### src/rtl/i2c_xfer_sequencer.sv
// i2c_xfer_sequencer
//   Sequences one I2C transfer (address byte, N data bytes, STOP or retained
//   bus for a repeated start). It drives a byte-level I2C controller and
//   paces the TX/RX FIFOs.
//
// Optional feature: define I2C_SEQ_WDOG_EN to add a watchdog. The watchdog
//   aborts the transfer to DONE with timeout_err set if ADDR, DATA or STOP
//   sees no progress for WDOG_CYCLES cycles.
//
// Ports
//   core_clk, rst_n                 clock, async active-low reset
//   start, abort, rw, slave_addr,
//   byte_count, rep_start           transfer request from the host side
//   addr_done, byte_done, ack_n,
//   bus_idle                        progress events from the I2C controller
//   tx_empty, rx_full               FIFO status
//   i2c_enable, i2c_rw, i2c_addr,
//   repeated_start_cond, i2c_hold   controller commands
//   fifo_tx_enable, fifo_rx_enable  one-cycle FIFO pop/push strobes
//   busy, done, nack_err,
//   timeout_err, remaining          status
module i2c_xfer_sequencer #(
  parameter int CNT_W       = 4,
  parameter int WDOG_CYCLES = 1024
) (
  input  logic             core_clk,
  input  logic             rst_n,
  input  logic             start,
  input  logic             abort,
  input  logic             rw,
  input  logic [6:0]       slave_addr,
  input  logic [CNT_W-1:0] byte_count,
  input  logic             rep_start,
  input  logic             addr_done,
  input  logic             byte_done,
  input  logic             ack_n,
  input  logic             bus_idle,
  input  logic             tx_empty,
  input  logic             rx_full,
  output logic             i2c_enable,
  output logic             i2c_rw,
  output logic [6:0]       i2c_addr,
  output logic             repeated_start_cond,
  output logic             i2c_hold,
  output logic             fifo_tx_enable,
  output logic             fifo_rx_enable,
  output logic             busy,
  output logic             done,
  output logic             nack_err,
  output logic             timeout_err,
  output logic [CNT_W-1:0] remaining
);

  typedef enum logic [2:0] {
    S_IDLE, S_ADDR, S_DATA, S_STALL, S_STOP, S_HOLD, S_DONE
  } state_t;

  state_t           r_state, w_state_nxt;
  logic             r_rw, r_rep, r_nack, r_rsc, r_tx_pend;
  logic [6:0]       r_addr;
  logic [CNT_W-1:0] r_rem;

  logic             w_latch, w_rsc_set, w_dec, w_nack_set;
  logic             w_enter_data, w_rx_pulse, w_wdog_fire;
  logic [CNT_W-1:0] w_rem_dec;

  // Saturating decrement: remaining never wraps below zero.
  assign w_rem_dec = (r_rem != '0) ? r_rem - 1'b1 : '0;

  always_comb begin
    w_state_nxt  = r_state;
    w_latch      = 1'b0;
    w_rsc_set    = 1'b0;
    w_dec        = 1'b0;
    w_nack_set   = 1'b0;
    w_enter_data = 1'b0;
    w_rx_pulse   = 1'b0;
    if (w_wdog_fire) begin
      // Watchdog wins over everything, including same-cycle events.
      w_state_nxt = S_DONE;
    end else begin
      case (r_state)
        S_IDLE: begin
          if (start) begin
            w_latch     = 1'b1;
            w_state_nxt = S_ADDR;
          end
        end
        S_HOLD: begin
          if (abort) begin
            w_state_nxt = S_STOP;
          end else if (start) begin
            w_latch     = 1'b1;
            w_rsc_set   = 1'b1;
            w_state_nxt = S_ADDR;
          end
        end
        S_ADDR: begin
          if (abort) begin
            w_state_nxt = S_STOP;
          end else if (addr_done) begin
            if (ack_n) begin
              w_nack_set  = 1'b1;
              w_state_nxt = S_STOP;
            end else if (r_rem == '0) begin
              w_state_nxt = S_STOP;           // address probe only
            end else if (!r_rw && tx_empty) begin
              w_state_nxt = S_STALL;
            end else begin
              w_state_nxt  = S_DATA;
              w_enter_data = 1'b1;
            end
          end
        end
        S_DATA: begin
          if (abort) begin
            w_state_nxt = S_STOP;
          end else if (byte_done) begin
            w_dec = 1'b1;
            if (!r_rw && ack_n) begin
              w_nack_set  = 1'b1;
              w_state_nxt = S_STOP;
            end else if (r_rw && rx_full) begin
              // Byte is counted now; the RX push is deferred to STALL.
              w_state_nxt = S_STALL;
            end else begin
              w_rx_pulse = r_rw;
              if (w_rem_dec != '0) begin
                if (!r_rw && tx_empty) begin
                  w_state_nxt = S_STALL;
                end else begin
                  w_state_nxt  = S_DATA;
                  w_enter_data = 1'b1;
                end
              end else begin
                w_state_nxt = (r_rep && !r_nack) ? S_HOLD : S_STOP;
              end
            end
          end
        end
        S_STALL: begin
          if (abort) begin
            w_state_nxt = S_STOP;
          end else if (r_rw) begin
            // Read stall: byte already counted, push it once the FIFO frees.
            if (!rx_full) begin
              w_rx_pulse = 1'b1;
              if (r_rem != '0) begin
                w_state_nxt  = S_DATA;
                w_enter_data = 1'b1;
              end else begin
                w_state_nxt = (r_rep && !r_nack) ? S_HOLD : S_STOP;
              end
            end
          end else if (!tx_empty) begin
            w_state_nxt  = S_DATA;
            w_enter_data = 1'b1;
          end
        end
        S_STOP: begin
          if (bus_idle) w_state_nxt = S_DONE;
        end
        S_DONE: begin
          w_state_nxt = S_IDLE;
        end
        default: begin
          w_state_nxt = S_IDLE;
        end
      endcase
    end
  end

  always_ff @(posedge core_clk or negedge rst_n) begin
    if (!rst_n) begin
      r_state   <= S_IDLE;
      r_rw      <= 1'b0;
      r_addr    <= '0;
      r_rep     <= 1'b0;
      r_rem     <= '0;
      r_nack    <= 1'b0;
      r_rsc     <= 1'b0;
      r_tx_pend <= 1'b0;
    end else begin
      r_state   <= w_state_nxt;
      r_rsc     <= w_rsc_set;
      // TX pop is issued on the first cycle of every write DATA entry.
      r_tx_pend <= w_enter_data & ~r_rw;
      if (w_latch) begin
        r_rw   <= rw;
        r_addr <= slave_addr;
        r_rep  <= rep_start;
        r_rem  <= byte_count;
        r_nack <= 1'b0;
      end else begin
        if (w_dec)      r_rem  <= w_rem_dec;
        if (w_nack_set) r_nack <= 1'b1;
      end
    end
  end

`ifdef I2C_SEQ_WDOG_EN
  localparam int WDOG_W = $clog2(WDOG_CYCLES + 1);

  logic [WDOG_W-1:0] r_wdog;
  logic              r_tout;
  logic              w_wdog_state;

  assign w_wdog_state = (r_state == S_ADDR) || (r_state == S_DATA) ||
                        (r_state == S_STOP);
  assign w_wdog_fire  = w_wdog_state &&
                        (r_wdog == WDOG_W'(WDOG_CYCLES - 1));

  always_ff @(posedge core_clk or negedge rst_n) begin
    if (!rst_n) begin
      r_wdog <= '0;
      r_tout <= 1'b0;
    end else begin
      if (w_state_nxt != r_state) r_wdog <= '0;
      else if (w_wdog_state)      r_wdog <= r_wdog + 1'b1;
      if (w_latch)          r_tout <= 1'b0;
      else if (w_wdog_fire) r_tout <= 1'b1;
    end
  end

  assign timeout_err = r_tout;
`else
  // Never true; keeps WDOG_CYCLES referenced so both builds share one
  // parameter list.
  assign w_wdog_fire = (WDOG_CYCLES < 0);
  assign timeout_err = 1'b0;
`endif

  assign i2c_enable          = (r_state == S_ADDR) || (r_state == S_DATA) ||
                               (r_state == S_STALL) || (r_state == S_HOLD);
  assign i2c_rw              = r_rw;
  assign i2c_addr            = r_addr;
  assign repeated_start_cond = r_rsc;
  assign i2c_hold            = (r_state == S_STALL);
  assign fifo_tx_enable      = r_tx_pend & ~abort;
  assign fifo_rx_enable      = w_rx_pulse;
  assign busy                = (r_state != S_IDLE) && (r_state != S_HOLD);
  assign done                = (r_state == S_DONE);
  assign nack_err            = r_nack;
  assign remaining           = r_rem;

endmodule

### config.mk
export PLATFORM = sky130hd
export DESIGN_NAME = i2c_xfer_sequencer
export DESIGN_NICKNAME = d
export VERILOG_FILES = /design/src/rtl/i2c_xfer_sequencer.sv
export SDC_FILE = /design/constraint.sdc
export NUM_CORES = 1
export LEC_CHECK = 0
export ABC_AREA = 1
export BUFFER_PORTS_ARGS = -buffer_cell sky130_fd_sc_hd__buf_4
export CAP_MARGIN = 20
export CORE_ASPECT_RATIO = 1.25
export CORE_UTILIZATION = 35
export CTS_CLUSTER_DIAMETER = 100
export CTS_CLUSTER_SIZE = 40
export DETAILED_ROUTE_END_ITERATION = 12
export GPL_TIMING_DRIVEN = 0
export PLACE_DENSITY_LB_ADDON = 0.25
export SYNTH_ARGS = -nofsm -noshare
export SYNTH_HDL_FRONTEND = slang
export SYNTH_SLANG_ARGS = --single-unit
export TNS_END_PERCENT = 1
### constraint.sdc
create_clock -name core_clk -period 1.8 [get_ports core_clk]
set_input_delay 0.36 -clock core_clk [delete_from_list [all_inputs] [get_ports core_clk]]
set_output_delay 0.36 -clock core_clk [all_outputs]
set_load 0.005 [all_outputs]
# Yosys cells after proc, flatten, opt, wreduce, memory -nomap -nowiden
# Cells that the tools add are included.
op_classes:
  addsub: 1
  n_eq_ne: 12
  n_mux: 63
  bitwise_logic: 4
  n_reduce_logical: 18
ops:
  columns: ["cell", "count"]
  rows:
  - ["two-way mux 3 bit", 17]
  - ["two-way mux 1 bit", 38]
  - ["one-hot mux 3 bit (6 select lines)", 1]
  - ["two-way mux 4 bit", 3]
  - ["equality test 3 bit (second input constant)", 3]
  - ["inequality test 3 bit (second input constant)", 3]
  - ["nonzero test 4 bit", 2]
  - ["equality test 3 x 2 -> 1 bit (second input constant)", 2]
  - ["one-hot mux 1 bit (2 select lines)", 3]
  - ["logical AND 1 bit", 5]
  - ["AND reduction 5 bit", 1]
  - ["zero test 4 bit", 1]
  - ["inequality test 4 x 3 -> 1 bit (second input constant)", 1]
  - ["inequality test 4 bit (second input constant)", 1]
  - ["nonzero test 2 bit", 2]
  - ["subtractor 4 x 1 -> 4 bit (second input constant)", 1]
  - ["equality test 3 x 1 -> 1 bit (second input constant)", 1]
  - ["zero test 3 bit", 1]
  - ["logical OR 1 bit", 3]
  - ["one-hot mux 1 bit (3 select lines)", 1]
  - ["nonzero test 3 bit", 1]
  - ["bitwise AND 1 bit", 2]
  - ["zero test 1 bit", 2]
  - ["inequality test 2 bit (second input constant)", 1]
  - ["NOT 1 bit", 2]
totals:
  register_bits: 19
  input_bits: 23
  output_inout_bits: 21

# Longest topological paths before layout
# Gate-level depths: netlist of the first run.
depth:
  ltp_word: 10
  ltp_mapped: 9

# Least setup slack after synthesis of the first run
# No wires, ideal clock.
synth_timing:
  path_type: "register to output"
  from: "reg r_state[2]"
  to: "out fifo_rx_enable"
  t_arrival_ns: 1.146
  t_required_ns: 1.440
  path_slack_ns: 0.294
  path_stages_with_launch: 6
  path_buffers: 0
  path_cell_list: "dfrtp_1 > inv_2 > nand2_1 > nor2_2 > nand3_2 > a211oi_1"
synth_via:
  elab_chain_len: 2
  word_cells_on_any_way: 3
synth_rtl:
  columns: ["item", "line_no", "rtl"]
  rows:
  - ["start, declared", "58", "state_t r_state, w_state_nxt;"]
  - ["start signal, assigned", "184", "r_state <= w_state_nxt;"]
  - ["equality test 3 x 2 -> 1 bit", "82", "case (r_state)"]
  - ["one-hot mux 1 bit (2 select lines) (*)", "82", null]
  - ["end, declared", "46", "output logic fifo_rx_enable,"]
# Mark *: on every way between the ends. The rest lies on a longest branch, timed or not.

# Final worst setup path of the first run
# Ends and elaborated chain as after synthesis.

==> results.json, run 1 <==
{
  "status": "finished, final reports clean",
  "syn_avg_cell_area_sq_um": 6.73,
  "drc": 0,
  "seq_area_frac_synth_pct": 38.6,
  "core.rowCount": 23,
  "critPathMaxStageDelay_ps": 440,
  "drv_slew": 0,
  "cts_tree": "done",
  "mostFrequentLayoutCells": "nand2_1, buf_4, nor2_1, inv_1, dfrtp_1",
  "regArea_sq_um": 478,
  "die_w_um": 55.1,
  "crit_slowest_cell": "dfrtp_2",
  "nNetsFinal": 269,
  "fin_crit_sh_pct": 98.4,
  "ys_seq_elements": 19,
  "finalSetupViolCount": 0,
  "multi_input_area_sq_um": 662,
  "cts.htree.levels": 1,
  "postLayoutCellArea_sq_um": 1800,
  "wl_per_cell_um": 12.0,
  "skew_ps": 2.90,
  "r2r_cells": 10,
  "path_clk_slew_ps": 80,
  "grt_setup_unrepaired": "true",
  "path_class": "reg2out",
  "portBuffers": 42,
  "synth_cell_types": 25,
  "cts-root-buf": "clkbuf_8",
  "crit_chain": "inv_4 > nand2_4 > nor2_4 > nand3_4 > a211oi_2 > buf_4",
  "io_pins": 44,
  "drv_cap": 0,
  "grt_pass1_wl_um": 5340,
  "cts.path.max_buffers": 2,
  "crit_arrival_ps": 1410,
  "setup_ws_ps": 28.1,
  "clkSinkCount": 19,
  "crit_start": "r_state[2]$_DFFE_PN0P_",
  "p_total_mw": 2.55,
  "fin_crit_ps": 1770,
  "synthesis.area_sq_um": 1230,
  "die_area_sq_um": 3760,
  "grt_pass1_vias": 1209,
  "fp.dieH_um": 68.3,
  "antenna_found_initial": 0,
  "syn_nets": 206,
  "drtAntennaViolNets": 0,
  "cts-buffers-inserted": 3,
  "ir_worst_vdd_mv": 0.719,
  "drtIter0Drc": 30,
  "crit_path_end": "fifo_rx_enable",
  "critPathLaunchType": "flop",
  "hpwl_um": 2330,
  "crit_fanout": 3,
  "r2r_setup_slack_ps": 240,
  "grt_max_degree": 20,
  "finalHoldViolCount": 0,
  "drive_gt1_share_pct": 33.9,
  "yosysTopAreaCellShare_pct": 38.6,
  "holdCritPathClass": "in2reg",
  "ys_warn_count": 0,
  "synth_largest_area_cell": "dfrtp_1",
  "viasPerCell": 4.85,
  "insertedDiodeCount": 0,
  "cp_data_required_time_ps": 1440,
  "layout_commonest_cell": "nand2_1",
  "initial_utilization_pct": 37.6,
  "syn2layout_area_growth_pct": 46.1,
  "timing.rr.start": "r_state[2]$_DFFE_PN0P_",
  "clock.fmax_mhz": 564,
  "p_per_area_nw_per_um2": 1420,
  "r2r_end": "remaining[3]$_DFFE_PN0P_",
  "num_vias": 1367,
  "pre_cts_ws_ps": 1.67,
  "leakage_nw": 0.993,
  "firstDrtPassIters": 4,
  "routed_wl_um": 3390,
  "synth_area_leaders": "dfrtp_1, nand2_1, nor2_1",
  "fillCellCount": 339,
  "coreArea_sq_um": 3280,
  "gr-usage-all-layers_pct": 19.6,
  "cp-end-kind": "output pin",
  "gp_congestion": 0.941,
  "dpl_cell_area_sq_um": 1590,
  "clk_latency_ps": 260,
  "syn_inst": 183,
  "grt_overflow": 0
}
## flip-flops by register name (all words and copies together) (netlist names)
register	count
i2c_addr	7
i2c_rw	1
nack_err	1
r_rep	1
r_state	3
r_tx_pend	1
remaining	4
repeated_start_cond	1
## where the power goes
group | total [mW] | switching, mW | internal, mW
logic | 1.47 | 0.768 | 0.705
registers | 0.774 | 0.157 | 0.617
clock network | 0.307 | 0.153 | 0.154
## per-stage QoR
stage          setup TNS [ps]  hold WS, ps  util (%)  instances
2_1_floorplan               0         64.4         -        183
3_3_place_gp                0          252      48.6        262
3_5_place_dp                0          256      48.6        262
4_1_cts                     0          290      52.6        273
5_1_grt                 -37.6          294      54.9        282
6_report                    0          293      54.9        282
## layout make-up
type	instances	area share, %
inverters	22	4.86
multi-input cells	137	36.8
clock inverters	1	0.278
clock buffers	3	2.29
flip-flops and latches	19	26.5
well taps	37	2.57
repair buffers	58	24.3
plain buffers	5	2.36
## what timing repair did
item / CTS / global route
pin swaps: 3 / 4
hold buffers: 1 / 0
buffers inserted: 6 / 9
hold endpoints to repair: 19 / 0
setup endpoints to repair: 1 / 1
gates resized for setup: 7 / 3
## critical path: cells and delay by family (launching register included)
kind	cells	cell delay, ps
DFF	1	440
and+or+nand+nor	3	260
AOI/OAI and AO/OA	1	240
buffers and inverters	2	220
## cells by family (layout without fill, tap and decap cells)
kind of cell | count (synthesis) | in the layout | share of synthesized area, %
other | 1 | 1 | 0.304
AO/OA/AOI/OAI | 14 | 14 | 6.50
AND/OR/NAND/NOR | 122 | 122 | 44.3
buffers and inverters | 27 | 89 | 10.4
flip-flops | 19 | 19 | 38.6
## cells in the mapped netlist
| cell type | number |
|---|---|
| nand2_1 | 67 |
| nor2_1 | 22 |
| inv_1 | 20 |
| dfrtp_1 | 19 |
| nand3_1 | 14 |
| nand4_1 | 7 |
| o21ai_0 | 6 |
| a21oi_1 | 4 |
| nand3_2 | 3 |
| buf_4 | 2 |
| buf_6 | 2 |
| nand3b_1 | 2 |
| nor2_2 | 2 |
| o21ai_1 | 2 |
| a211oi_1 | 1 |
| buf_2 | 1 |
| conb_1 | 1 |
| inv_2 | 1 |
| inv_4 | 1 |
| nand2_2 | 1 |
| nand2_4 | 1 |
| nor2_4 | 1 |
| nor3_1 | 1 |
| o211ai_2 | 1 |
| or2_2 | 1 |
## worst min path at each step
stage / start / endpoint / slack [ps] / cells after the start
after floorplan: rst_n / i2c_addr[0]$_DFFE_PN0P_ / 60 / 0
after global placement: rst_n / remaining[0]$_DFFE_PN0P_ / 250 / 1
after detailed placement: rst_n / remaining[0]$_DFFE_PN0P_ / 260 / 1
after global routing: byte_count[3] / remaining[3]$_DFFE_PN0P_ / 290 / 3
final: slave_addr[1] / i2c_addr[1]$_DFFE_PN0P_ / 290 / 3
after CTS: slave_addr[4] / i2c_addr[4]$_DFFE_PN0P_ / 290 / 3
## metal layers
layer / global-route usage [%] / up-vias / wire (um)
met1: 24.7 / 620 / 1510
met5: 0 / - / 0
met3: 3.33 / 8 / 181
met2: 33.1 / 42 / 1620
li1: - / 697 / -
met4: 6.56 / 0 / 78
Note: power is estimated with default switching activity, not from simulation.
==> run 2, diff against run 1 <==
Settings changed: GPL_TIMING_DRIVEN 0 to default, RECOVER_POWER from default to 50.
==> run 2 against run 1 <==
Net effect: first-iteration DRC count is 10% lower; flip-flop and latch count stayed put; setup slack better by 27 ps; cell area shrank 5.0%; critical path type unchanged.
==> results.json, run 2 (same netlist as run 1, synthesis figures left out) <==
{
  "fin_crit_sh_pct": 96.9,
  "setup_ws_ps": 55.4,
  "leakage_nw": 0.933,
  "cp_data_required_time_ps": 1440,
  "largest_register_ffs": 7,
  "path_clk_slew_ps": 70,
  "grt_pass1_vias": 1212,
  "final_cells": 273,
  "holdCritPathClass": "in2reg",
  "cts.htree.levels": 1,
  "mostFrequentLayoutCells": "nand2_1, buf_4, nor2_1, inv_1, dfrtp_1",
  "die_area_sq_um": 3760,
  "nNetsFinal": 260,
  "die_w_um": 55.1,
  "drtAntennaViolNets": 0,
  "dpl_cell_area_sq_um": 1580,
  "firstDrtPassIters": 5,
  "clk_latency_ps": 250,
  "viasPerCell": 4.89,
  "tns_ps": 0,
  "drv_slew": 0,
  "relSlewSlack_pct": 31.9,
  "grt_pass1_wl_um": 5180,
  "cts_tree": "done",
  "layout_commonest_cell": "nand2_1",
  "postLayoutCellArea_sq_um": 1710,
  "place_inst": 261,
  "fp.dieH_um": 68.3,
  "routed_wl_um": 3190,
  "gr-usage-all-layers_pct": 18.9,
  "worstMarginPinSlew_ps": 1020,
  "finalHoldWorstSlack_ps": 300,
  "status": "finished, final reports clean",
  "drc": 0,
  "portBuffers": 42,
  "critPathLaunchType": "flop",
  "wl_per_cell_um": 11.7,
  "grt_overflow": 0,
  "finalSetupViolCount": 0,
  "coreArea_sq_um": 3280,
  "hpwl_um": 2380,
  "cts.path.max_buffers": 2,
  "clkSinkCount": 19,
  "insertedDiodeCount": 0,
  "drtIter0Drc": 27,
  "clock.fmax_mhz": 573,
  "pre_cts_ws_ps": 184,
  "drive_gt1_share_pct": 30.9,
  "ir_worst_vdd_mv": 0.806,
  "cp-end-kind": "output pin",
  "grt_max_degree": 20,
  "cts-buffers-inserted": 3,
  "crit_slowest_cell": "dfrtp_2",
  "gp_congestion": 0.938,
  "crit_chain": "inv_4 > nand2_2 > nor2_4 > nand3_2 > a211oi_2 > buf_4",
  "critPathMaxStageDelay_ps": 430,
  "final_util_pct": 52.1,
  "io_pins": 44,
  "skew_ps": 0.904,
  "crit_arrival_ps": 1380,
  "finalHoldViolCount": 0,
  "initial_utilization_pct": 37.6,
  "syn2layout_area_growth_pct": 38.8,
  "core.rowCount": 23,
  "antenna_found_initial": 0,
  "fin_crit_ps": 1740,
  "cts-root-buf": "clkbuf_8",
  "path_class": "reg2out",
  "p_total_mw": 2.42,
  "crit_fanout": 3,
  "num_vias": 1334,
  "drv_cap": 0,
  "p_per_area_nw_per_um2": 1410
}
[run 2: cell types whose count changed in the layout (fill, tap and decap cells not counted), sizes merged]
cell    before  now
buf         62   44
clkbuf       3   12
[run 2: path summary, 6_finish.rpt]
| kind | startpoint | slack [ps] | cells past startpoint | to |
|---|---|---|---|---|
| max in group asynchronous | rst_n | 310 | 2 | r_state[2]$_DFFE_PN0P_ |
| min | slave_addr[2] | 300 | 3 | i2c_addr[2]$_DFFE_PN0P_ |
| min in group asynchronous | rst_n | 790 | 2 | r_tx_pend$_DFF_PN0_ |
| max | r_state[2]$_DFFE_PN0P_ | 60 | 6 | fifo_rx_enable |
| min reg2reg | i2c_addr[3]$_DFFE_PN0P_ | 480 | 2 | i2c_addr[3]$_DFFE_PN0P_ |
| max reg2reg | r_state[1]$_DFFE_PN0P_ | 300 | 8 | r_state[1]$_DFFE_PN0P_ |
[run 2: worst max-delay path, delay by kind of cell (launching register included)]
kind	cells	cell delay, ps
buf+inv	2	200
flops	1	430
simple gates	3	280
compound gates	1	220
[run 2: power by group]
part           leakage (nW)  internal [mW]  switching [mW]  total, mW
logic                 0.673          0.615           0.714       1.33
clock network        0.0255          0.154           0.144      0.298
registers             0.234          0.619           0.174      0.793
total                 0.933           1.39            1.03       2.42
[run 2: routing by layer]
layer	part of all wire, %	wire, um	track usage (%)	up-vias
met4	1.8	59	7.50	0
met1	44	1400	23.4	595
met3	5.9	187	3.56	8
met2	48	1540	31.6	54
li1	-	-	-	677
met5	0	0	0	-
[run 2: area by class of cell]
class	instances	area (sq um)
sequential	19	479
multi-input combinational	137	647
clock inverter	1	5.00
fill	341	1570
clock buffer	3	41.3
inverter	22	87.6
timing repair buffer	54	404
tap	37	46.3
[run 2: timing repair]
item,in CTS,in global routing
setup buffers,3,4
pin swaps,1,2
hold buffers,1,0
endpoints found under the hold margin,19,0
endpoints found under the setup margin,1,1
resized for setup,3,5
